## config.mk

```make
export PLATFORM = sky130hd
export DESIGN_NAME = barrel_sched
export DESIGN_NICKNAME = d
export VERILOG_FILES = /design/src/rtl/barrel_pkg.sv /design/src/rtl/barrel_sched_rr_pick.sv /design/src/rtl/barrel_sched.sv
export SDC_FILE = /design/constraint.sdc
export NUM_CORES = 1
export LEC_CHECK = 0
export BUFFER_PORTS_ARGS = -buffer_cell sky130_fd_sc_hd__clkbuf_2
export CAP_MARGIN = 20
export CORE_ASPECT_RATIO = 1.1
export CORE_MARGIN = 8
export CORE_UTILIZATION = 50
export DETAILED_ROUTE_END_ITERATION = 16
export PLACE_DENSITY = 0.78
export SLEW_MARGIN = 20
export SYNTH_ARGS = -nofsm -noshare
export SYNTH_HDL_FRONTEND = slang
export SYNTH_SLANG_ARGS = --single-unit
```

## constraint.sdc

```tcl
create_clock -name clk -period 1.3 [get_ports clk]
set_input_delay 0.065 -clock clk [delete_from_list [all_inputs] [get_ports clk]]
set_output_delay 0.065 -clock clk [all_outputs]
set_load 0.02 [all_outputs]
```

## src/rtl/barrel_pkg.sv

```systemverilog
// barrel_pkg: shared types and helpers for the barrel thread scheduler.
//   thread_state_t : per-thread scheduling state (RUN, WAIT, HALT)
//   PC_W           : program counter width
//   calc_tid_w()   : thread-id width for a given thread count
// Optional feature macro used by the design: BARREL_SCHED_SKIP_EN
package barrel_pkg;

   typedef enum logic [1:0] {
      RUN  = 2'd0,
      WAIT = 2'd1,
      HALT = 2'd2
   } thread_state_t;

   localparam int unsigned PC_W = 32;

   function automatic int unsigned calc_tid_w(input int unsigned n);
      return (n < 2) ? 1 : $clog2(n);
   endfunction

endpackage

```

## src/rtl/barrel_sched_rr_pick.sv

```systemverilog
// rr_pick: round-robin picker. Grants the first requester strictly after
// i_last, wrapping around; i_last itself is considered last.
//   i_req   : request mask, one bit per thread
//   i_last  : index of the most recent grant
//   o_grant : one-hot grant
//   o_valid : at least one request was granted
// Only instantiated when BARREL_SCHED_SKIP_EN is defined.
module rr_pick
   import barrel_pkg::*;
#(
   parameter  int unsigned N = 4,
   localparam int unsigned W = calc_tid_w(N)
) (
   input  logic [N-1:0] i_req,
   input  logic [W-1:0] i_last,
   output logic [N-1:0] o_grant,
   output logic         o_valid
);

   always_comb begin
      int unsigned idx;
      idx     = 0;
      o_grant = '0;
      o_valid = 1'b0;
      for (int unsigned k = 1; k <= N; k++) begin
         idx = (int'(i_last) + k) % N;
         if (!o_valid && i_req[idx]) begin
            o_grant[idx] = 1'b1;
            o_valid      = 1'b1;
         end
      end
   end

endmodule

```

## src/rtl/barrel_sched.sv

```systemverilog
// barrel_sched: barrel (interleaved multithread) issue scheduler.
// Keeps RUN/WAIT/HALT state, an in-flight flag and a PC per thread, offers
// one thread per cycle for issue and tracks retirement, wakeups and exit.
//   clk, resetn           : clock (rising edge), asynchronous active-low reset
//   issue_valid/tid/pc    : thread offered this cycle (combinational)
//   wb_valid/tid/next_pc  : retire event and resume PC
//   wb_wait, wb_halt      : retiring thread blocks / exits (halt wins)
//   wb_code               : exit code carried with wb_halt
//   wake_valid, wake_tid  : wake a WAIT thread
//   exit, exitcode        : all threads halted / first exit code (sticky)
// Macro BARREL_SCHED_SKIP_EN: skip non-issuable threads instead of issuing
// bubbles in a fixed rotation.
module barrel_sched
   import barrel_pkg::*;
#(
   parameter  int unsigned NTHREADS = 4,
   parameter  logic [31:0] RESET_PC = 32'h0,
   localparam int unsigned TID_W    = calc_tid_w(NTHREADS)
) (
   input  logic              clk,
   input  logic              resetn,
   output logic              issue_valid,
   output logic [TID_W-1:0]  issue_tid,
   output logic [PC_W-1:0]   issue_pc,
   input  logic              wb_valid,
   input  logic [TID_W-1:0]  wb_tid,
   input  logic [PC_W-1:0]   wb_next_pc,
   input  logic              wb_wait,
   input  logic              wb_halt,
   input  logic [31:0]       wb_code,
   input  logic              wake_valid,
   input  logic [TID_W-1:0]  wake_tid,
   output logic              exit,
   output logic [31:0]       exitcode
);

   thread_state_t       r_state [NTHREADS];
   logic [PC_W-1:0]     r_pc    [NTHREADS];
   logic [NTHREADS-1:0] r_busy;
   logic [TID_W-1:0]    r_slot;
   logic                r_exit;
   logic                r_halt_seen;
   logic [31:0]         r_exitcode;

   logic [NTHREADS-1:0] w_ready;
   logic [NTHREADS-1:0] w_wb_hit;
   logic [NTHREADS-1:0] w_wake_hit;
   logic                w_all_halt;
   logic                w_halt_ev;
   logic                w_issue;
   logic [TID_W-1:0]    w_tid;
   logic [TID_W-1:0]    w_slot_nxt;

   always_comb begin
      w_ready    = '0;
      w_wb_hit   = '0;
      w_wake_hit = '0;
      w_all_halt = 1'b1;
      for (int unsigned i = 0; i < NTHREADS; i++) begin
         w_ready[i]    = (r_state[i] == RUN) && !r_busy[i];
         // Retirements for threads with nothing in flight are discarded.
         w_wb_hit[i]   = wb_valid && (wb_tid == TID_W'(i)) && r_busy[i];
         w_wake_hit[i] = wake_valid && (wake_tid == TID_W'(i));
         w_all_halt    = w_all_halt && (r_state[i] == HALT);
      end
      w_halt_ev = wb_valid && wb_halt && r_busy[wb_tid];
   end

`ifdef BARREL_SCHED_SKIP_EN
   // r_slot holds the search start (one past the last grant), so the
   // picker's "last grant" is r_slot-1; reset value 0 makes thread 0 first.
   logic [NTHREADS-1:0] w_grant;
   logic                w_any;
   logic [TID_W-1:0]    w_last;

   assign w_last = r_slot - TID_W'(1);

   rr_pick #(.N(NTHREADS)) u_rr_pick (
      .i_req   (w_ready),
      .i_last  (w_last),
      .o_grant (w_grant),
      .o_valid (w_any)
   );

   always_comb begin
      w_tid = r_slot;
      for (int unsigned i = 0; i < NTHREADS; i++) begin
         if (w_grant[i]) w_tid = TID_W'(i);
      end
      w_issue    = w_any;
      w_slot_nxt = w_any ? (w_tid + TID_W'(1)) : r_slot;
   end
`else
   // NTHREADS is a power of two, so natural overflow wraps the rotation.
   always_comb begin
      w_tid      = r_slot;
      w_issue    = w_ready[r_slot];
      w_slot_nxt = r_slot + TID_W'(1);
   end
`endif

   always_ff @(posedge clk or negedge resetn) begin
      if (!resetn) begin
         for (int unsigned i = 0; i < NTHREADS; i++) begin
            r_state[i] <= RUN;
            r_pc[i]    <= RESET_PC;
         end
         r_busy      <= '0;
         r_slot      <= '0;
         r_exit      <= 1'b0;
         r_halt_seen <= 1'b0;
         r_exitcode  <= '0;
      end else begin
         r_slot <= w_slot_nxt;
         for (int unsigned i = 0; i < NTHREADS; i++) begin
            // Issue needs busy clear, a retire needs busy set: never both.
            if (w_issue && (w_tid == TID_W'(i))) begin
               r_busy[i] <= 1'b1;
            end else if (w_wb_hit[i]) begin
               r_busy[i] <= 1'b0;
            end

            if (w_wb_hit[i]) begin
               r_pc[i] <= wb_next_pc;
               if (wb_halt) begin
                  r_state[i] <= HALT;
               end else if (wb_wait && !w_wake_hit[i]) begin
                  r_state[i] <= WAIT;
               end else begin
                  // A wake racing the blocking retire keeps the thread running.
                  r_state[i] <= RUN;
               end
            end else if (w_wake_hit[i] && (r_state[i] == WAIT)) begin
               r_state[i] <= RUN;
            end
         end

         if (w_halt_ev && !r_halt_seen) begin
            r_halt_seen <= 1'b1;
            r_exitcode  <= wb_code;
         end

         r_exit <= r_exit || w_all_halt;
      end
   end

   assign issue_valid = w_issue;
   assign issue_tid   = w_tid;
   assign issue_pc    = r_pc[w_tid];
   assign exit        = r_exit;
   assign exitcode    = r_exitcode;

endmodule

```

# Word level (Yosys, flattened, before mapping)
# Cells that the tools add are included.
[word_totals] register_bits=176 latchBits=0 ramBits=0 rom_bits=0 output_inout_bits=68 wordCells=128 mem_count=0
[op_classes] addsub=1 n_mul=0 div=0 n_lt_le_gt_ge=3 n_eq_ne=17 shift=0 muxes=31 n_bitwise=1 reduce_logical=59
[op_table] cell="binary-select mux 32 bit (select 2 bit)" count=1
[op_table] cell="two-way mux 32 bit" count=2
[op_table] cell="logical AND 1 bit" count=34
[op_table] cell="two-way mux 2 bit" count=12
[op_table] cell="equality test 2 bit (second input constant)" count=10
[op_table] cell="nonzero test 2 bit" count=8
[op_table] cell="equality test 2 x 1 -> 1 bit (second input constant)" count=7
[op_table] cell="zero test 2 bit" count=7
[op_table] cell="two-way mux 1 bit" count=14
[op_table] cell="zero test 1 bit" count=9
[op_table] cell="< comparator 2 x 3 -> 1 bit (second input constant)" count=2
[op_table] cell="binary-select mux 1 bit (select 2 bit)" count=2
[op_table] cell="greater-or-equal comparator 3 bit (second input constant)" count=1
[op_table] cell="inverter 2 -> 3 bit" count=1
[op_table] cell="adder 2 x 1 -> 2 bit (second input constant)" count=1
[op_table] cell="logical OR 1 bit" count=1

# Longest topological paths before layout
# Gate-level depths: netlist of the first run.
[logic_depth] ltp_word=7 mapped_depth=6 mapped_depth_nobuf=4

# Least setup slack after synthesis of the first run
# No wires, ideal clock.
[synth_path] path_type="register to output" startpoint="reg r_slot[0], in the netlist issue_tid[0]" endpoint="out issue_pc[10]" t_arrival_ns=1.638 required_time_ns=1.235 path_slack_ns=-0.403 stages_incl_launch_ff=4 path_buffers=2 path_cell_list="dfrtp_1 > buf_2 > buf_2 > mux4_2"
[synth_between] elab_chain_cells=4
[synth_rtl] element="from (decl)" line="barrel_sched.sv:40" text="logic [TID_W-1:0] r_slot;"
[synth_rtl] element="from (signal assigned)" line="barrel_sched.sv:114" text="r_slot <= w_slot_nxt;"
[synth_rtl] element="inverter 2 -> 3 bit (implied by the code)" line="barrel_sched.sv:149" text="assign issue_pc = r_pc[w_tid];"
[synth_rtl] element="binary-select mux 32 bit (select 2 bit)" line="barrel_sched.sv:149"
[synth_rtl] element="two-way mux 32 bit (implied by the code) (2 in a row)" line="barrel_sched.sv:149"
[synth_rtl] element="to (decl)" line="barrel_sched.sv:24" text="output logic [PC_W-1:0] issue_pc,"
# No other way between the ends. The select of a mux whose other input is x is not followed.

# Worst setup path in the final report of the first run
[layout_path] startpoint="reg r_slot[0], in the netlist issue_tid[0]" endpoint="out issue_valid"
[layout_between] elab_chain_cells=2
[layout_rtl] element="binary-select mux 1 bit (select 2 bit)" line="barrel_sched.sv:97" text="w_issue = w_ready[r_slot];"
[layout_rtl] element="two-way mux 1 bit (implied by the code)" line="barrel_sched.sv:97"
[layout_rtl] element="to (decl)" line="barrel_sched.sv:22" text="output logic issue_valid,"
# No other way between the ends. The select of a mux whose other input is x is not followed.

==> results.txt, run 1 <==
status: finished with violations
failing checks: negative setup slack
Hold Crit Class: primary input to flop
post-route core utilization: 76.0%
per-cell routed wire length: 23.5 µm
met2 wire len: 11.8 mm
fmax: 0.533 GHz
initial antenna violation count: 0
vias in the first global route: 6166
final setup fails: 204
reg2reg path depth: 5
Syn Area/Cell: 16.9 µm²
final setup margin: -578 ps
Async SR Flop Fraction: 100%
filler instances: 816
Mapped Area: 0.00774 mm²
RSZ-0062 raised after global routing: yes
Worst-path clk slew: 70 ps
Mapped Cells: 458
clk sinks: 176
Initial Util: 51.2%
Data arrival, critical path: 1810 ps
CP endpoint kind: output pin
Buffers on Ports: 141
GR Overflow Total: 0
Routed Antenna Nets: 0
Leak: 0.00550 µW
routed via count: 5227
flops & latches, synth: 176
Yosys top cell area share: 56.9%
io pins: 142
HPWL after DPL: 12.2 mm
Placed Instance Area: 0.00904 mm²
Yosys cell types: 34
most common cell after layout, fill and taps aside: dfrtp_1
Net count, final: 815
ANT cells: 0
Remaining DRCs: 0
Area growth, synth to finish: 48.4%
Primary FF master, synth: dfrtp_1
pin count of the biggest net entering global routing: 43
final hold viol count: 0
Clock Path Buffers: 2
design area: 0.0115 mm²
actual slew at the worst max-slew pin: 422 ps
1st-iter DRT viols: 220
Slew headroom: 71.9%
Worst Setup Start Kind: flop
Synth Warn #: 0
total routed wirelength: 22.2 mm
GPL Wtd Cong: 0.836
layout cells sized above 1: 62.1%
Die ar.: 0.0197 mm²
crit path kind: flop to output pin
htree depth: 4
Rows: 47
Top Metal Used: met4
vias per inst: 5.53
Post-synth EDFFs: 0
PwrDens: 2090 mW/mm²
CTS tree: yes
most frequent cells in the layout: dfrtp_1 (174), mux2_4 (113), clkbuf_2 (111)
CTS buffer count: 17
latest clock arrival within the worst-skew pair: 440 ps
first-pass GRT wire length: 35.1 mm
Max Cap Viol: 0
Pins Over Slew Limit: 0
Met3 Wirelength: 1.38 mm
die extent in x: 135 µm
WL met1: 8.57 mm
Die Ht: 146 µm
Root Driver: clkbuf_16
Clock Skews: 6.54 ps
Synthesized Nets: 536
area leader, netlist: dfrtp_1
Tcrit/Tclk final: 144%
core area: 0.0151 mm²
cells taking the most area after synthesis: dfrtp_1 (57%), mux2_2 (20%), mux4_2 (9.3%), mux2_4 (5.6%), buf_6 (1.3%)
aggregate global-route resource usage: 23.4%
VDD IR-drop max: 1330 µV
WP data required: 1240 ps
sequential share of the synthesized area: 56.9%
hold depth: 3
Worst Path Max Fanout: 15
first-pass iteration count of the detailed router: 4
Period minus WS final: 1880 ps
-- worst max-delay path: stages, from the launching register on --
cell and delay, ps:
dfrtp_2 440, buf_12 200, nor4b_4 280, nor3_4 100
nor2_2 170, clkbuf_8 180
-- what timing repair did --
item                                    in CTS  in global routing
cloned                                      18                  2
pin swaps                                    4                  4
hold buffers                                69                  0
endpoints found under the hold margin      340                  0
endpoints found under the setup margin     206                208
buffers inserted                            25                 19
resized for setup                          111                104
-- cell type report --
| class | instances | area (µm²) | share of cell area, % |
|---|---|---|---|
| Clock buffer | 17 | 425 | 3.71 |
| Clock inverter | 15 | 143 | 1.24 |
| Inverter | 7 | 26.3 | 0.229 |
| Multi-Input combinational cell | 248 | 3550 | 30.9 |
| Sequential cell | 176 | 4410 | 38.4 |
| Tap cell | 196 | 245 | 2.14 |
| Timing Repair Buffer | 287 | 2680 | 23.4 |
-- power by group --
part	internal [µW]	switching [µW]
logic	5520	3630
clock network	2550	2400
registers	8150	1760
-- through the flow --
stage,hold slack [ps],TNS [ps],instances,worst slack [ps],power (µW)
after detailed placement,16.6,-16910,802,-245,17000
after global placement,5.59,-12170,802,-193,16400
final,100,-41200,946,-578,24000
after floorplan,-231,-7370,458,-149,14400
after global routing,101,-49350,946,-642,25100
after CTS,75.6,-43820,945,-593,23300
-- sequential cells by signal, summed over array words and instances (netlist names) --
signal / cells
r_state: 8
r_halt_seen: 1
r_busy: 4
r_pc: 128
exit: 1
issue_tid: 2
exitcode: 32
-- routing by layer --
layer  global-route usage, %  vias up
li1                        -     2268
met1                    26.3     2748
met2                    41.7      180
met3                    6.93       31
met4                    6.58        0
met5                       0        -
-- final timing paths --
check | slack, ps | to | from
worst max-delay path | -580 | issue_valid | issue_tid[0]$_DFF_PN0_
worst min-delay path | 100 | r_state[7]$_DFFE_PN0P_ | wb_halt
worst max register to register | -360 | exitcode[27]$_DFFE_PN0P_ | r_halt_seen$_DFFE_PN0P_
worst min register to register | 480 | exit$_DFF_PN0_ | exit$_DFF_PN0_
max in group asynchronous | 630 | issue_tid[1]$_DFF_PN0_ | resetn
min in group asynchronous | 120 | r_pc[115]$_DFFE_PN0P_ | resetn
-- synth_stat cells, drive strengths merged, types with 3 or more instances --
cell type / number
buf: 24
dfrtp: 176
clkbuf: 3
mux2i: 6
inv: 7
nand4b: 3
o21ai: 8
mux2: 164
mux4: 32
ha: 4
o31ai: 4
nand3: 3
-- kinds of logic after synthesis --
logic type / after synthesis / share of synthesized area, %
buffers and inverters: 34 / 2.80
DFF: 176 / 56.9
AOI/OAI and AO/OA: 14 / 1.26
muxes: 202 / 35.4
and+or+nand+nor: 28 / 3.01
adders and majority gates: 4 / 0.647
No activity file was read; power rests on OpenSTA's default activity.
==> inputs of run 2 (changes only) <==
==> constraint.sdc (replaced) <==
create_clock -name clk -period 1.3 [get_ports clk]
set_input_delay 0.13 -clock clk [delete_from_list [all_inputs] [get_ports clk]]
set_output_delay 0.13 -clock clk [all_outputs]
set_load 0.02 [all_outputs]
==> run 2 against run 1 <==
The flow still finishes with violations (negative setup slack). Largest power group is now combinational logic. Cell area up 4.9%. Fmax down 5.3%. Register-to-register slack worse by 20 ps. Critical path type unchanged. Combinational power up 11%.
==> results.txt, run 2 (same netlist as run 1, synthesis figures left out) <==
Data arrival, critical path: 1850 ps
actual slew at the worst max-slew pin: 540 ps
Power, Total: 25600 µW
Reg-to-Reg End: exitcode[25]$_DFFE_PN0P_
PwrDens: 2130 mW/mm²
vias in the first global route: 6276
reg2reg path depth: 7
RSZ-0062 raised after global routing: yes
Largest register FFs: 128
design area: 0.0120 mm²
reg2reg setup slack: -380 ps
Root Driver: clkbuf_16
Die Ht: 146 µm
Period minus WS final: 1980 ps
Tcrit/Tclk final: 153%
register bank with the most flops: r_pc
io pins: 142
final hold viol count: 0
Remaining DRCs: 0
most frequent cells in the layout: dfrtp_1 (172), mux2_4 (151), clkbuf_2 (105)
Worst-path clk slew: 70 ps
routed via count: 5459
initial antenna violation count: 1
Clock Path Buffers: 2
1st-iter DRT viols: 321
final setup margin: -683 ps
Slew headroom: 63.6%
filler instances: 713
Buffers on Ports: 141
Placed Instance Area: 0.00900 mm²
Area growth, synth to finish: 55.7%
min-delay src: wake_tid[0]
htree depth: 4
Net count, final: 822
HPWL after DPL: 11.7 mm
status: finished with violations
core area: 0.0151 mm²
Rows: 47
Max Cap Viol: 0
fmax: 0.504 GHz
clk sinks: 176
origin of the worst setup path: issue_tid[0]$_DFF_PN0_
latest clock arrival within the worst-skew pair: 430 ps
GPL Wtd Cong: 0.731
WP data required: 1170 ps
Worst Path Max Fanout: 6
Clock Skews: 10.4 ps
aggregate global-route resource usage: 24.0%
crit path kind: flop to output pin
worst setup path endpoint: issue_pc[31]
CTS buffer count: 17
GR Overflow Total: 0
total routed wirelength: 25.3 mm
first-pass GRT wire length: 36.3 mm
Leak: 0.00586 µW
Routed Antenna Nets: 0
CP endpoint kind: output pin
vias per inst: 5.73
Initial Util: 51.2%
Pins Over Slew Limit: 0
final setup fails: 208
pin count of the biggest net entering global routing: 64
VDD IR-drop max: 1400 µV
most common cell after layout, fill and taps aside: dfrtp_1
first-pass iteration count of the detailed router: 5
reg2reg start: r_busy[0]$_DFFE_PN0P_
per-cell routed wire length: 26.6 µm
layout cells sized above 1: 63.5%
CTS tree: yes
Hold Crit Class: primary input to flop
die extent in x: 135 µm
Die ar.: 0.0197 mm²
failing checks: negative setup slack
Worst Setup Start Kind: flop
==> run 2: changes by cell type in the layout (fill, tap and decap cells not counted), sizes merged <==
cell / previous run / this run
clkinvlp: 1 / 0
diode: 0 / 1
dlygate4sd3: 69 / 65
buf: 104 / 118
bufinv: 0 / 3
clkbuf: 131 / 133
clkinv: 4 / 6
inv: 17 / 7
==> run 2: where the power goes <==
part	switching [µW]	leakage (µW)	internal, µW	total (µW)
clock network	2150	0.000306	3220	5370
registers	1890	0.00212	8170	10100
logic	3950	0.00344	6240	10200
==> run 2: layout make-up <==
type                    instances  area (µm²)  share of cell area (%)
diodes                          1        2.50                  0.0208
inverters                       7        26.3                   0.218
flip-flops and latches        176        4410                    36.6
repair buffers                294        3010                    25.0
clock buffers                  22         484                    4.02
well taps                     196         245                    2.04
clock inverters                 9         131                    1.09
multi-input cells             248        3740                    31.1
==> run 2: worst min-delay path by stage <==
stage | to | cells past startpoint | slack (ps)
after floorplan | exit$_DFF_PN0_ | 0 | -170
after global placement | r_pc[61]$_DFFE_PN0P_ | 1 | -30
after detailed placement | r_pc[61]$_DFFE_PN0P_ | 1 | -30
after CTS | r_state[6]$_DFFE_PN0P_ | 3 | 0.8
after global routing | r_state[2]$_DFFE_PN0P_ | 3 | 40
final | r_state[2]$_DFFE_PN0P_ | 3 | 5
==> run 2: stage by stage <==
stage          utilization, %  cells  TNS, ps  hold slack [ps]  worst slack [ps]
3_5_place_dp             59.5    804   -22630            -31.5              -276
5_1_grt                  79.7    953   -69660             39.0              -713
4_1_cts                  78.2    953   -52170            0.770              -647
2_1_floorplan               -    458    -9370             -166              -165
3_3_place_gp             59.5    804   -19300            -31.8              -223
6_report                 79.7    953   -65500             4.96              -683
==> run 2: timing repair <==
item | CTS | global route
gates cloned | 22 | 5
endpoints found under the hold margin | 328 | 0
setup endpoints to repair | 207 | 208
buffers inserted | 34 | 15
pin swaps | 7 | 7
hold buffers | 65 | 0
resized for setup | 154 | 158
==> run 2: critical path: stages, from the launching register on <==
cell and delay [ps]:
dfrtp_2 390, buf_12 160, clkbuf_16 170, mux4_2 540
buf_6 160
==> run 2: per-layer routing <==
layer  up-vias  share of wire, %  GRT usage [%]  routed length [µm]
met3        61               4.7           5.66                1190
met4         0               3.0           9.50                 762
li1       2277                 -              -                   -
met2       222                53           39.5               13400
met1      2899                39           29.8                9920
met5         -                 0              0                   0
==> inputs of run 3 (changes only) <==
--- a/config.mk
+++ b/config.mk
@@ -9,9 +9,9 @@
 export CAP_MARGIN = 20
 export CORE_ASPECT_RATIO = 1.1
 export CORE_MARGIN = 8
-export CORE_UTILIZATION = 50
+export CORE_UTILIZATION = 60
 export DETAILED_ROUTE_END_ITERATION = 16
-export PLACE_DENSITY = 0.78
+export PLACE_DENSITY = 0.87
 export SLEW_MARGIN = 20
 export SYNTH_ARGS = -nofsm -noshare
 export SYNTH_HDL_FRONTEND = slang
==> constraint.sdc (replaced) <==
create_clock -name clk -period 2.5 [get_ports clk]
set_input_delay 0.25 -clock clk [delete_from_list [all_inputs] [get_ports clk]]
set_output_delay 0.25 -clock clk [all_outputs]
set_load 0.02 [all_outputs]
==> run 3 against run 2 <==
The flow now finishes without violations. Power down 55%. Register-to-register slack improved by 1000 ps. Clock skew is 4.6 ps lower. Critical endpoint is now issue_valid. Core utilization is 6.1 points lower. Flip-flop and latch count stayed put. Via count shrank 17%. Routed wire length fell by 34%. Largest cell class unchanged. Worst hold slack improved by 46 ps. Clock-buffer cell count down 1. Die area shrank 15%. Cell area fell by 23%.
==> results.txt, run 3 (same netlist as run 1, synthesis figures left out) <==
Crit-path slowest cell: dfrtp_2
routed via count: 4548
clk sinks: 176
Switching Share: 30.3%
most frequent cells in the layout: dfrtp_1 (174), clkbuf_2 (140), mux2_2 (135)
VDD IR-drop max: 773 µV
Slew headroom: 50.9%
total routed wirelength: 16.6 mm
Pins Over Slew Limit: 0
Multi-input gate area: 0.00312 mm²
Die Ht: 135 µm
clock network power share: 24.4%
layout cells sized above 1: 63.3%
worst-path cell chain: inv_1 > nor3_1 > nor2_1 > clkbuf_2
reg2reg path depth: 3
post-route core utilization: 73.6%
RSZ-0062 raised after global routing: no
Post-CTS Hold Fix Bufs: 1
Max Cap Viol: 0
vias per inst: 5.86
Worst-path clk slew: 60 ps
grt peak-use layer: met2
latest clock arrival within the worst-skew pair: 430 ps
Worst Path Max Fanout: 19
reg2reg setup slack: 650 ps
first-pass GRT wire length: 27.1 mm
crit path kind: flop to output pin
grt met3 use: 5.53%
Cell Int Power: 7990 µW
Area growth, synth to finish: 19.8%
CP endpoint kind: output pin
die extent in x: 124 µm
PwrDens: 1240 mW/mm²
Initial Util: 61.5%
Buffers on Ports: 141
filler instances: 819
Seq pwr share: 44.1%
GR Overflow Total: 0
Rows: 43
per-cell routed wire length: 21.4 µm
actual slew at the worst max-slew pin: 733 ps
Worst Setup Start Kind: flop
CTS buffer count: 17
Period minus WS final: 2350 ps
Storage cell area: 0.00441 mm²
htree depth: 4
Leak: 0.00434 µW
Largest register FFs: 128
Worst path max stage delay: 680 ps
first-pass iteration count of the detailed router: 4
pin count of the biggest net entering global routing: 55
register bank with the most flops: r_pc
Data arrival, critical path: 2100 ps
Hold Crit Class: primary input to flop
GPL Wtd Cong: 0.768
Clock Skews: 5.71 ps
1st-iter DRT viols: 283
Tcrit/Tclk final: 93.8%
Sw Pwr: 3470 µW
final hold viol count: 0
Logic pwr share: 31.5%
met1 GRT Util: 24.1%
most common cell after layout, fill and taps aside: dfrtp_1
io pins: 142
Remaining DRCs: 0
fmax: 0.426 GHz
Die ar.: 0.0168 mm²
core area: 0.0126 mm²
Reg-to-Reg End: r_state[3]$_DFFE_PN0P_
status: finished clean
origin of the worst setup path: issue_tid[1]$_DFF_PN0_
vias in the first global route: 5237
post-cts sizing count: 0
final setup fails: 0
reg2reg start: r_busy[2]$_DFFE_PN0P_
Routed Antenna Nets: 0
met2 GRT Util: 35.5%
Post-CTS Setup Inserts: 0
min-delay src: wb_code[20]
Root Driver: clkbuf_16
ANT cells: 0
worst setup path endpoint: issue_valid
Net count, final: 684
initial antenna violation count: 0
aggregate global-route resource usage: 20.4%
HPWL after DPL: 11.5 mm
CTS tree: yes
setup_tns: 0 ps
WP data required: 2250 ps
Clock Path Buffers: 2
[run 3: cell count changes in the layout (fill, tap and decap cells not counted), sizes merged]
cell,previous run,this run
dlygate4sd3,65,1
clkinvlp,0,2
clkbuf,133,161
clkinv,6,5
buf,118,15
diode,1,0
bufinv,3,4
[run 3: cell type report]
class | count | share of cell area [%]
Sequential cell | 176 | 47.6
Multi-Input combinational cell | 248 | 33.6
Timing Repair Buffer | 156 | 9.60
Clock buffer | 21 | 5.08
Tap cell | 157 | 2.12
Clock inverter | 11 | 1.73
Inverter | 7 | 0.284
[run 3: worst min-delay path by stage]
stage,cells after the start,to,slack [ps]
finish,2,exitcode[20]$_DFFE_PN0P_,50
global route,2,exitcode[20]$_DFFE_PN0P_,40
CTS,2,exitcode[29]$_DFFE_PN0P_,40
detailed placement,1,r_pc[115]$_DFFE_PN0P_,240
global placement,1,r_pc[117]$_DFFE_PN0P_,230
floorplan,0,exit$_DFF_PN0_,-50
[run 3: power by group through the flow]
stage               Clock (µW)  Combinational, µW  Sequential, µW
finish                    2800               3610            5050
global route              2960               3850            5200
CTS                       2840               3680            5040
detailed placement           0               3660            5050
global placement             0               3490            4910
floorplan                    0               2350            5100
[run 3: worst max-delay path: cells and delay by family (launching register included)]
kind / cells / cell delay (ps)
flip-flops: 1 / 680
AND/OR/NAND/NOR: 2 / 640
buffers and inverters: 2 / 350
[run 3: per-stage QoR]
step                area (µm²)  instances  power, µW  setup slack, ps  hold WS, ps
floorplan                 7740        458       7450              612        -45.6
global placement          8630        743       8400              531          226
detailed placement        8630        743       8710              519          242
CTS                       9270        776      11600              154         36.5
global route              9270        776      12000             22.4         35.9
finish                    9270        776      11500              154         50.8
[run 3: routing by layer]
layer,wire (µm),share of wire [%]
met5,0,0
met4,261,1.6
met3,681,4.1
met2,9000,54
met1,6700,40
